<file path="src/rtl/qu_instr_decoder_pkg.sv">
// Shared definitions for the Qu decode stage.
//   - optype class constants (OPTYPE_R .. OPTYPE_ILLEGAL)
//   - RV32I major opcode constants
//   - imm32_t: sign-extended 32-bit immediate
//   - decoded_instr_t: every decoded payload field except the PC
package qu_instr_decoder_pkg;

  localparam int QU_INSTR_WIDTH_DEFAULT = 32;
  localparam int QU_PC_WIDTH_DEFAULT    = 12;

  typedef logic signed [31:0] imm32_t;

  localparam logic [3:0] OPTYPE_R       = 4'd0;
  localparam logic [3:0] OPTYPE_I       = 4'd1;
  localparam logic [3:0] OPTYPE_LOAD    = 4'd2;
  localparam logic [3:0] OPTYPE_STORE   = 4'd3;
  localparam logic [3:0] OPTYPE_BRANCH  = 4'd4;
  localparam logic [3:0] OPTYPE_JAL     = 4'd5;
  localparam logic [3:0] OPTYPE_JALR    = 4'd6;
  localparam logic [3:0] OPTYPE_LUI     = 4'd7;
  localparam logic [3:0] OPTYPE_AUIPC   = 4'd8;
  localparam logic [3:0] OPTYPE_SYSCALL = 4'd9;
  localparam logic [3:0] OPTYPE_CSR     = 4'd10;
  localparam logic [3:0] OPTYPE_FENCE   = 4'd11;
  localparam logic [3:0] OPTYPE_ILLEGAL = 4'd15;

  localparam logic [6:0] OPC_OP       = 7'b0110011;
  localparam logic [6:0] OPC_OP_IMM   = 7'b0010011;
  localparam logic [6:0] OPC_LOAD     = 7'b0000011;
  localparam logic [6:0] OPC_STORE    = 7'b0100011;
  localparam logic [6:0] OPC_BRANCH   = 7'b1100011;
  localparam logic [6:0] OPC_JAL      = 7'b1101111;
  localparam logic [6:0] OPC_JALR     = 7'b1100111;
  localparam logic [6:0] OPC_LUI      = 7'b0110111;
  localparam logic [6:0] OPC_AUIPC    = 7'b0010111;
  localparam logic [6:0] OPC_SYSTEM   = 7'b1110011;
  localparam logic [6:0] OPC_MISC_MEM = 7'b0001111;

  typedef struct packed {
    logic [3:0] optype;
    logic [2:0] funct3;
    logic [6:0] funct7;
    logic [4:0] rd;
    logic [4:0] rs1;
    logic [4:0] rs2;
    logic       rd_valid;
    logic       rs1_valid;
    logic       rs2_valid;
    logic       imm_valid;
    imm32_t     imm;
    logic       illegal;
  } decoded_instr_t;

endpackage

</file>
<file path="src/rtl/qu_instr_decode_comb.sv">
// Purely combinational RV32I word -> decoded_instr_t.
// Ports:
//   instr  in  32  instruction word
//   dec    out     decoded fields (optype, raw fields, use flags, immediate, illegal)
module qu_instr_decode_comb
  import qu_instr_decoder_pkg::*;
(
  input  logic [31:0]    instr,
  output decoded_instr_t dec
);

  logic [6:0] opcode;
  logic [2:0] f3;
  logic [6:0] f7;
  logic [4:0] rd;
  logic [4:0] rs1;
  logic [3:0] cls;
  logic       legal;

  assign opcode = instr[6:0];
  assign f3     = instr[14:12];
  assign f7     = instr[31:25];
  assign rd     = instr[11:7];
  assign rs1    = instr[19:15];

  // Class and legality. Every recognised opcode ends in 2'b11, so a word
  // with other low bits falls into the default arm and is illegal.
  always_comb begin
    cls   = OPTYPE_ILLEGAL;
    legal = 1'b0;
    case (opcode)
      OPC_OP: begin
        cls   = OPTYPE_R;
        legal = (f7 == 7'h00) || ((f7 == 7'h20) && ((f3 == 3'b000) || (f3 == 3'b101)));
      end
      OPC_OP_IMM: begin
        cls = OPTYPE_I;
        // Shift-immediates reuse the funct7 slot; only SRAI may set bit 30.
        if (f3 == 3'b001)      legal = (f7 == 7'h00);
        else if (f3 == 3'b101) legal = (f7 == 7'h00) || (f7 == 7'h20);
        else                   legal = 1'b1;
      end
      OPC_LOAD: begin
        cls   = OPTYPE_LOAD;
        legal = !((f3 == 3'b011) || (f3 == 3'b110) || (f3 == 3'b111));
      end
      OPC_STORE: begin
        cls   = OPTYPE_STORE;
        legal = (f3 <= 3'b010);
      end
      OPC_BRANCH: begin
        cls   = OPTYPE_BRANCH;
        legal = !((f3 == 3'b010) || (f3 == 3'b011));
      end
      OPC_JAL: begin
        cls   = OPTYPE_JAL;
        legal = 1'b1;
      end
      OPC_JALR: begin
        cls   = OPTYPE_JALR;
        legal = (f3 == 3'b000);
      end
      OPC_LUI: begin
        cls   = OPTYPE_LUI;
        legal = 1'b1;
      end
      OPC_AUIPC: begin
        cls   = OPTYPE_AUIPC;
        legal = 1'b1;
      end
      OPC_SYSTEM: begin
        if (f3 == 3'b000) begin
          // Only ECALL (imm 0) and EBREAK (imm 1) with zero register fields.
          cls   = OPTYPE_SYSCALL;
          legal = (rd == 5'd0) && (rs1 == 5'd0) && (instr[31:21] == 11'd0);
        end else begin
          cls   = OPTYPE_CSR;
          legal = (f3 != 3'b100);
        end
      end
      OPC_MISC_MEM: begin
        cls   = OPTYPE_FENCE;
        legal = (f3 <= 3'b001);
      end
      default: begin
        cls   = OPTYPE_ILLEGAL;
        legal = 1'b0;
      end
    endcase
  end

  // Use flags and immediate. Raw register/funct fields pass through even
  // for illegal words; consumers gate on the valid flags.
  always_comb begin
    dec        = '0;
    dec.funct3 = f3;
    dec.funct7 = f7;
    dec.rd     = rd;
    dec.rs1    = rs1;
    dec.rs2    = instr[24:20];
    if (!legal) begin
      dec.optype  = OPTYPE_ILLEGAL;
      dec.illegal = 1'b1;
    end else begin
      dec.optype = cls;
      case (cls)
        OPTYPE_R: begin
          dec.rd_valid  = (rd != 5'd0);
          dec.rs1_valid = 1'b1;
          dec.rs2_valid = 1'b1;
        end
        OPTYPE_I, OPTYPE_LOAD, OPTYPE_JALR: begin
          dec.rd_valid  = (rd != 5'd0);
          dec.rs1_valid = 1'b1;
          dec.imm_valid = 1'b1;
          dec.imm       = imm32_t'({{20{instr[31]}}, instr[31:20]});
        end
        OPTYPE_STORE: begin
          dec.rs1_valid = 1'b1;
          dec.rs2_valid = 1'b1;
          dec.imm_valid = 1'b1;
          dec.imm       = imm32_t'({{20{instr[31]}}, instr[31:25], instr[11:7]});
        end
        OPTYPE_BRANCH: begin
          dec.rs1_valid = 1'b1;
          dec.rs2_valid = 1'b1;
          dec.imm_valid = 1'b1;
          dec.imm       = imm32_t'({{19{instr[31]}}, instr[31], instr[7],
                                    instr[30:25], instr[11:8], 1'b0});
        end
        OPTYPE_JAL: begin
          dec.rd_valid  = (rd != 5'd0);
          dec.imm_valid = 1'b1;
          dec.imm       = imm32_t'({{11{instr[31]}}, instr[31], instr[19:12],
                                    instr[20], instr[30:21], 1'b0});
        end
        OPTYPE_LUI, OPTYPE_AUIPC: begin
          dec.rd_valid  = (rd != 5'd0);
          dec.imm_valid = 1'b1;
          dec.imm       = imm32_t'({instr[31:12], 12'b0});
        end
        OPTYPE_CSR: begin
          // funct3[2] selects the immediate forms, where rs1 holds a uimm.
          dec.rd_valid  = (rd != 5'd0);
          dec.rs1_valid = !f3[2];
          dec.imm_valid = 1'b1;
          dec.imm       = imm32_t'({20'b0, instr[31:20]});
        end
        default: begin
        end
      endcase
    end
  end

endmodule

</file>
<file path="src/rtl/qu_instr_decoder.sv">
// Qu registered decode stage: one RV32I instruction per cycle over a
// valid/ready handshake, decoded into a single output register.
// Ports:
//   clk, rst (sync, active-high), flush (drops held entry and same-cycle input)
//   in_valid/in_ready/in_instr/in_pc         upstream handshake and payload
//   out_valid/out_ready                      downstream handshake
//   out_optype, out_funct3, out_funct7, out_rd, out_rs1, out_rs2,
//   out_rd_valid, out_rs1_valid, out_rs2_valid, out_imm_valid,
//   out_imm, out_pc, out_illegal              registered decoded payload
//   illegal_cnt                               saturating illegal count, only
//                                             with QU_DECODER_ILLEGAL_CNT_EN
module qu_instr_decoder #(
  parameter int QU_INSTR_WIDTH = 32,  // fixed at 32
  parameter int QU_PC_WIDTH    = qu_instr_decoder_pkg::QU_PC_WIDTH_DEFAULT
) (
  input  logic                      clk,
  input  logic                      rst,
  input  logic                      flush,
  input  logic                      in_valid,
  output logic                      in_ready,
  input  logic [QU_INSTR_WIDTH-1:0] in_instr,
  input  logic [QU_PC_WIDTH-1:0]    in_pc,
  output logic                      out_valid,
  input  logic                      out_ready,
  output logic [3:0]                out_optype,
  output logic [2:0]                out_funct3,
  output logic [6:0]                out_funct7,
  output logic [4:0]                out_rd,
  output logic [4:0]                out_rs1,
  output logic [4:0]                out_rs2,
  output logic                      out_rd_valid,
  output logic                      out_rs1_valid,
  output logic                      out_rs2_valid,
  output logic                      out_imm_valid,
  output logic [31:0]               out_imm,
  output logic [QU_PC_WIDTH-1:0]    out_pc,
  output logic                      out_illegal
`ifdef QU_DECODER_ILLEGAL_CNT_EN
  ,
  output logic [31:0]               illegal_cnt
`endif
);

  import qu_instr_decoder_pkg::*;

  decoded_instr_t           dec_p0;
  decoded_instr_t           dec_p1;
  logic [QU_PC_WIDTH-1:0]   pc_p1;
  logic                     vld_p1;
  logic                     take_p0;

  // ---- stage p0: combinational decode of the presented word ----
  qu_instr_decode_comb u_decode (
    .instr (in_instr),
    .dec   (dec_p0)
  );

  assign in_ready = !vld_p1 || out_ready;
  // in_ready ignores flush, but a flushed input is never captured.
  assign take_p0  = in_valid && in_ready && !flush;

  // ---- stage p1: output register ----
  always_ff @(posedge clk) begin
    if (rst) begin
      vld_p1 <= 1'b0;
    end else if (flush) begin
      vld_p1 <= 1'b0;
    end else if (take_p0) begin
      vld_p1 <= 1'b1;
    end else if (out_ready) begin
      vld_p1 <= 1'b0;
    end
  end

  // Payload loads only on capture so it stays steady during a stall.
  always_ff @(posedge clk) begin
    if (rst) begin
      dec_p1 <= '0;
      pc_p1  <= '0;
    end else if (take_p0) begin
      dec_p1 <= dec_p0;
      pc_p1  <= in_pc;
    end
  end

  assign out_valid     = vld_p1;
  assign out_optype    = dec_p1.optype;
  assign out_funct3    = dec_p1.funct3;
  assign out_funct7    = dec_p1.funct7;
  assign out_rd        = dec_p1.rd;
  assign out_rs1       = dec_p1.rs1;
  assign out_rs2       = dec_p1.rs2;
  assign out_rd_valid  = dec_p1.rd_valid;
  assign out_rs1_valid = dec_p1.rs1_valid;
  assign out_rs2_valid = dec_p1.rs2_valid;
  assign out_imm_valid = dec_p1.imm_valid;
  assign out_imm       = dec_p1.imm;
  assign out_pc        = pc_p1;
  assign out_illegal   = dec_p1.illegal;

`ifdef QU_DECODER_ILLEGAL_CNT_EN
  logic [31:0] ill_cnt_p1;

  function automatic logic [31:0] sat_inc32(input logic [31:0] v);
    return (v == 32'hFFFF_FFFF) ? v : v + 32'd1;
  endfunction

  always_ff @(posedge clk) begin
    if (rst) begin
      ill_cnt_p1 <= '0;
    end else if (take_p0 && dec_p0.illegal) begin
      ill_cnt_p1 <= sat_inc32(ill_cnt_p1);
    end
  end

  assign illegal_cnt = ill_cnt_p1;
`endif

endmodule

</file>
<file path="config.mk">
export PLATFORM = sky130hd
export DESIGN_NAME = qu_instr_decoder
export DESIGN_NICKNAME = d
export VERILOG_FILES = /design/src/rtl/qu_instr_decoder_pkg.sv /design/src/rtl/qu_instr_decode_comb.sv /design/src/rtl/qu_instr_decoder.sv
export SDC_FILE = /design/constraint.sdc
export NUM_CORES = 1
export LEC_CHECK = 0
export BUFFER_PORTS_ARGS = -buffer_cell sky130_fd_sc_hd__buf_2
export CORE_MARGIN = 4
export CORE_UTILIZATION = 50
export DETAILED_ROUTE_END_ITERATION = 8
export PLACE_DENSITY = 0.9
export SLEW_MARGIN = 20
export SYNTH_ARGS = -nofsm -noshare
export SYNTH_HDL_FRONTEND = slang
export SYNTH_SLANG_ARGS = --single-unit
</file>
<file path="constraint.sdc">
create_clock -name clk -period 3.5 [get_ports clk]
set_clock_uncertainty 0.05 [all_clocks]
set_input_delay 0.7 -clock clk [delete_from_list [all_inputs] [get_ports clk]]
set_output_delay 0.7 -clock clk [all_outputs]
set_load 0.01 [all_outputs]
</file>
### After elaboration in Yosys (flattened, before gate mapping)

Index checks and enable logic that the tools add are counted.
W data, S select, Z words.

| storage, ports and cells | value |
|---|---|
| bits in registers | 79 |
| input bits | 49 |
| output and inout port bits | 80 |
| word-level logic and storage cells | 91 |

| operators by class | value |
|---|---|
| $lt $le $gt $ge | 2 |
| equal/unequal tests | 28 |
| multiplexer cells | 15 |
| reduce and logical (&&, ||, !) cells | 32 |

Operators with widths:

| kind | number |
|---|---|
| $pmux W33 S6 | 1 |
| $pmux W4 S11 | 1 |
| $mux W36 | 1 |
| $eq A7 B6 Y1 const B | 4 |
| $eq A7 B7 Y1 const B | 4 |
| $eq A4 B3 Y1 const B | 4 |
| $eq A7 B5 Y1 const B | 2 |
| $logic_not A11 Y1 | 1 |
| $logic_not A5 Y1 | 2 |
| $eq A3 B3 Y1 const B | 3 |
| $pmux W1 S9 | 1 |
| $reduce_or A3 Y1 | 3 |
| $eq A4 B2 Y1 const B | 2 |
| $eq A4 B4 Y1 const B | 2 |
| $mux W1 | 8 |
| $reduce_or A8 Y1 | 1 |
| $eq A7 B2 Y1 const B | 1 |
| $eq A7 B4 Y1 const B | 1 |
| $logic_not A7 Y1 | 1 |
| $logic_or A1 B1 Y1 | 7 |
| $eq A3 B2 Y1 const B | 2 |
| $reduce_or A6 Y1 | 1 |
| $logic_and A1 B1 Y1 | 5 |
| $logic_not A1 Y1 | 5 |
| 13 further kinds | 14 |

### Longest topological paths before layout

| logic depth | value |
|---|---|
| word-level depth | 7 |
| depth in mapped cells | 9 |
| mapped depth without buffers | 7 |

### Hierarchy

From an unflattened synthesis, not the netlist that was laid out.

| unflattened totals | value |
|---|---|
| cells, all modules | 541 |
| area total of the unflattened synthesis | 4750.8 um^2 |

By module, submodules not included:

| module | times used | cells each | area an instance (um^2) | seq. area each (um^2) |
|---|---|---|---|---|
| qu_instr_decoder | 1 | 344 | 3530.9 | 1581.5 |
| qu_instr_decode_comb | 1 | 197 | 1219.9 | 0.0 |

### Least setup slack after synthesis

Ideal clock, no wire load.

| timing | value |
|---|---|
| path kind | input to register |
| from | in in_instr[5] |
| to | reg dec_p1, in the netlist out_imm[20] |
| arrival time | 2.323 ns |
| setup slack | 1.010 ns |
| cell stages on the path | 8 |
| path buffers | 2 |
| cell sequence | buf_4 -> and2_1 -> o2111ai_1 -> nand4_1 -> a2111oi_4 -> nand2_2 -> buf_4 -> a32o_1 |

| on the way | value |
|---|---|
| longest elaborated chain between the ends | 6 |

RTL lines:

| element | line | source |
|---|---|---|
| from (decl) | qu_instr_decoder.sv:21 | `input logic [QU_INSTR_WIDTH-1:0] in_instr,` |
| $eq A7 B4 Y1 (tied with other cells) | qu_instr_decode_comb.sv:31 | `case (opcode)` |
| $pmux W4 S11 | qu_instr_decode_comb.sv:31 |  |
| $eq A4 B1 Y1 (tied with other cells) | qu_instr_decode_comb.sv:106 | `case (cls)` |
| $reduce_or A3 Y1 or $reduce_or A2 Y1 (tied branches) | qu_instr_decode_comb.sv:106 |  |
| $pmux W33 S6 | qu_instr_decode_comb.sv:106 |  |
| $mux W36 * | qu_instr_decode_comb.sv:101 | `if (!legal) begin` |
| to (signal assigned) | qu_instr_decoder.sv:81 | `dec_p1 <= dec_p0;` |
| to (decl) | qu_instr_decoder.sv:47 | `decoded_instr_t dec_p1;` |

Every way passes the cells marked *; elsewhere a longest branch is shown, timed or not.
A chain may end at the register's enable or synchronous reset.

### Worst setup path after layout

| timing | value |
|---|---|
| from | in in_instr[2] |
| to | reg dec_p1, in the netlist out_imm[26] |

Same word-level chain as after synthesis.

==> flow_summary.rst <==
.. list-table::
   :header-rows: 1

   * - Metric
     - Value
   * - Area of the die
     - 8860 um^2
   * - Buffering stage count on the worst path with inverters included
     - 1
   * - Vias
     - 3,889
   * - Critical register-to-register path startpoint
     - out_valid
   * - Wire length of the first global-routing pass
     - 18.0 mm
   * - Number of flip-flops and latches in the synthesized netlist
     - 79
   * - Register-to-register setup slack
     - 1.61 ns
   * - Num CTS Buffers
     - 9
   * - H-tree depth
     - 3
   * - Total inserted antenna cells
     - 0
   * - Leakage power total
     - 0.00206 uW
   * - Util after Layout
     - 63.9%
   * - Crit path launch type
     - primary input
   * - TritonCTS clock tree
     - yes
   * - Synth Instances
     - 443
   * - Sequential-to-total area share from yosys stat
     - 42.6%
   * - Number of antenna violations at the first check in global routing
     - 0
   * - DRC violations left
     - 0
   * - Average instance area after synthesis
     - 8.38 um^2
   * - Synthesis warning total
     - 0
   * - Number of primary I/O pins
     - 129
   * - Hold WC Path Type
     - reg -> reg
   * - Fraction of the cycle the final worst path needs
     - 79.8%
   * - Final standard cell count with taps included and fillers excluded
     - 660
   * - Relative slew margins
     - 56.8%
   * - Max Root-Sink Buffers
     - 2
   * - Pin count of the biggest net entering global routing
     - 41
   * - FMAX
     - 0.358 GHz
   * - Number of DRC markers after the initial detailed-route iteration
     - 376
   * - # nets final
     - 605
   * - Endpoint required time on the critical path
     - 3.70 ns
   * - Worst vdd rail ir drop
     - 290 uV
   * - Setup Total Neg Slack
     - 0 ns
   * - Type of destination of the critical path
     - flop
   * - Share of synthesized flip-flops with an asynchronous set or reset
     - 0%
   * - Chip width
     - 94.2 um
   * - RSZ-0062 raised after global routing
     - false
   * - Post-cts gate resize count
     - 0
   * - R2r worst-path depth
     - 8
   * - CTS hold repair buffers
     - 0
   * - Commonest non-fill, non-tap cell in the layout
     - buf_2
   * - Total wire length
     - 11.7 mm
   * - Area growth, synth to finish
     - 24.1%
   * - Slew at the pin with the worst max-slew slack
     - 0.645 ns
   * - Starting Density
     - 51.4%
   * - Setup fix buffers added after clock tree synthesis
     - 0
   * - Fraction of final layout cells sized beyond drive strength 1
     - 30.1%
   * - Synthesized area
     - 3710 um^2
   * - Worst hold path cell count
     - 2
   * - Count of maximum capacitance violations
     - 0
   * - Power per standard cell area
     - 420 nW/um^2
   * - GP Congestion
     - 0.936
   * - Net count after synthesis
     - 492
   * - Clk_lat worst skew
     - 0.35 ns
   * - Family with the most delay on the worst path
     - compound AO/OA/AOI/OAI gates
   * - Slowest library cell on the worst path
     - a2111oi_4
   * - Number of flops mapped to enable cells by yosys
     - 0
   * - Avg Vias per Cell
     - 5.89
   * - Detailed placer's ending HPWL
     - 8.62 mm
   * - Pins Over Slew Limit
     - 0
   * - Number of antenna-violating nets in the routed design
     - 0
   * - Global-route total usage across every layer
     - 25.9%
   * - Root Buffer
     - clkbuf_8
   * - WP data arrival
     - 2.99 ns
   * - Number of setup violations in the final report
     - 0
   * - Crit Path Class
     - in -> reg
   * - Crit-path cells
     - buf_2, nand4bb_1, a2111o_1, nand4_1, a2111oi_4, nand2_2, a32o_1
   * - Total overflow reported by the global router
     - 0
   * - Clock transition at the register clock pins on the worst setup and hold paths after CTS
     - 0.08 ns
   * - Commonest cells after routing, fill and taps aside
     - 128 x buf_2, 84 x nand2_1, 79 x dfxtp_1
   * - Row cnt
     - 31
   * - PortBufs
     - 128
   * - Min-Delay Startpoint
     - out_pc[6]
   * - Reg-to-reg endpoint
     - out_imm[31]
   * - CTS sink count
     - 79
   * - Vertical die dimension
     - 94.2 um
   * - Delay contributed by the slowest stage of the critical path
     - 0.49 ns
   * - Placed instance count
     - 644
   * - Time the worst path needs with I/O delays and setup
     - 2.79 ns
   * - Number of unique standard cell types used by synthesis
     - 60
   * - Worst Hold Path EP
     - out_pc[6]
   * - Commonest register cell after synthesis
     - dfxtp_1
   * - First drt pass iteration count
     - 5
   * - Count of final hold-check violations
     - 0
   * - Routed wirelength normalized by instance count
     - 17.7 um
   * - Result of the run
     - finished, final reports clean
   * - Core box area
     - 7210 um^2
   * - Vias in the first global route
     - 3,512
   * - Critical path fanouts, max
     - 34
## stage by stage
stage,hold WS (ns),power (uW),instance area [um^2],worst slack (ns)
final,0.403,1930,4610,0.707
after global routing,0.429,2000,4610,0.481
after CTS,0.405,1940,4610,0.751
after detailed placement,0.393,1200,4390,0.374
after global placement,0.389,1200,4390,0.449
after floorplan,0.424,1100,3710,1.01
## logic make-up (layout without fill, tap and decap cells)
group | count (synthesis) | after routing | share of synthesized area, %
simple gates | 174 | 174 | 22.5
compound gates | 148 | 148 | 29.3
flops | 79 | 79 | 42.6
buf+inv | 40 | 158 | 5.12
xor+xnor | 2 | 2 | 0.472
## worst max path at each step
stage,startpoint,end,cells past startpoint
2_1_floorplan,in_instr[5],out_imm[20],8
3_3_place_gp,in_instr[2],out_imm[24],7
3_5_place_dp,in_instr[2],out_imm[20],7
4_1_cts,in_instr[2],out_imm[26],7
5_1_grt,in_instr[2],out_optype[2],7
6_report,in_instr[2],out_imm[26],7
## registers in the layout, indices dropped and copies added, names as in the netlist, 3 cells and up
signal      cells
out_funct3      3
out_funct7      7
out_imm        32
out_optype      4
out_pc         12
out_rd          5
out_rs1         5
out_rs2         5
## power by group
part           switching, uW  internal, uW
Clock                    344           404
Combinational            165          86.3
Sequential              12.0           923
## area by class of cell
type	instances	area [um^2]
Fill cell	610	2610
Multi-Input combinational cell	324	1950
Sequential cell	79	1580
Timing Repair Buffer	139	723
Clock buffer	9	124
Tap cell	99	124
Clock inverter	7	95.1
Inverter	3	11.3
## tightest hold or removal path, delay by kind of cell, from the launching register on
kind / cells / cell delay, ns
AO/OA/AOI/OAI: 1 / 0.05
AND/OR/NAND/NOR: 1 / 0.05
flip-flops: 1 / 0.31
## per-layer routing
metal	share of wire (%)	vias up	GRT usage, %
li1	-	1828	-
met1	42	1822	34.6
met2	45	210	39.8
met3	9.8	29	7.77
met4	2.3	0	8.54
met5	0	-	0
## cell usage after synthesis, types with 3 or more instances
cell | count | area, um^2
nand2_1 | 84 | 315
dfxtp_1 | 79 | 1580
a21oi_1 | 55 | 275
nor2_1 | 33 | 124
a22o_1 | 23 | 201
clkbuf_1 | 18 | 67.6
a32o_1 | 15 | 150
a21o_1 | 11 | 82.6
nor3_1 | 11 | 55.1
buf_2 | 10 | 50.1
buf_4 | 7 | 52.6
nand2b_1 | 7 | 43.8
o21ai_0 | 7 | 35.0
nand3_1 | 6 | 30.0
a22oi_1 | 5 | 37.5
nor2b_1 | 4 | 25.0
nor4_1 | 4 | 25.0
a211oi_1 | 3 | 22.5
a31oi_1 | 3 | 18.8
inv_1 | 3 | 11.3
nand4_1 | 3 | 18.8
o21ai_1 | 3 | 15.0
No activity file was read; power rests on OpenSTA's default activity.
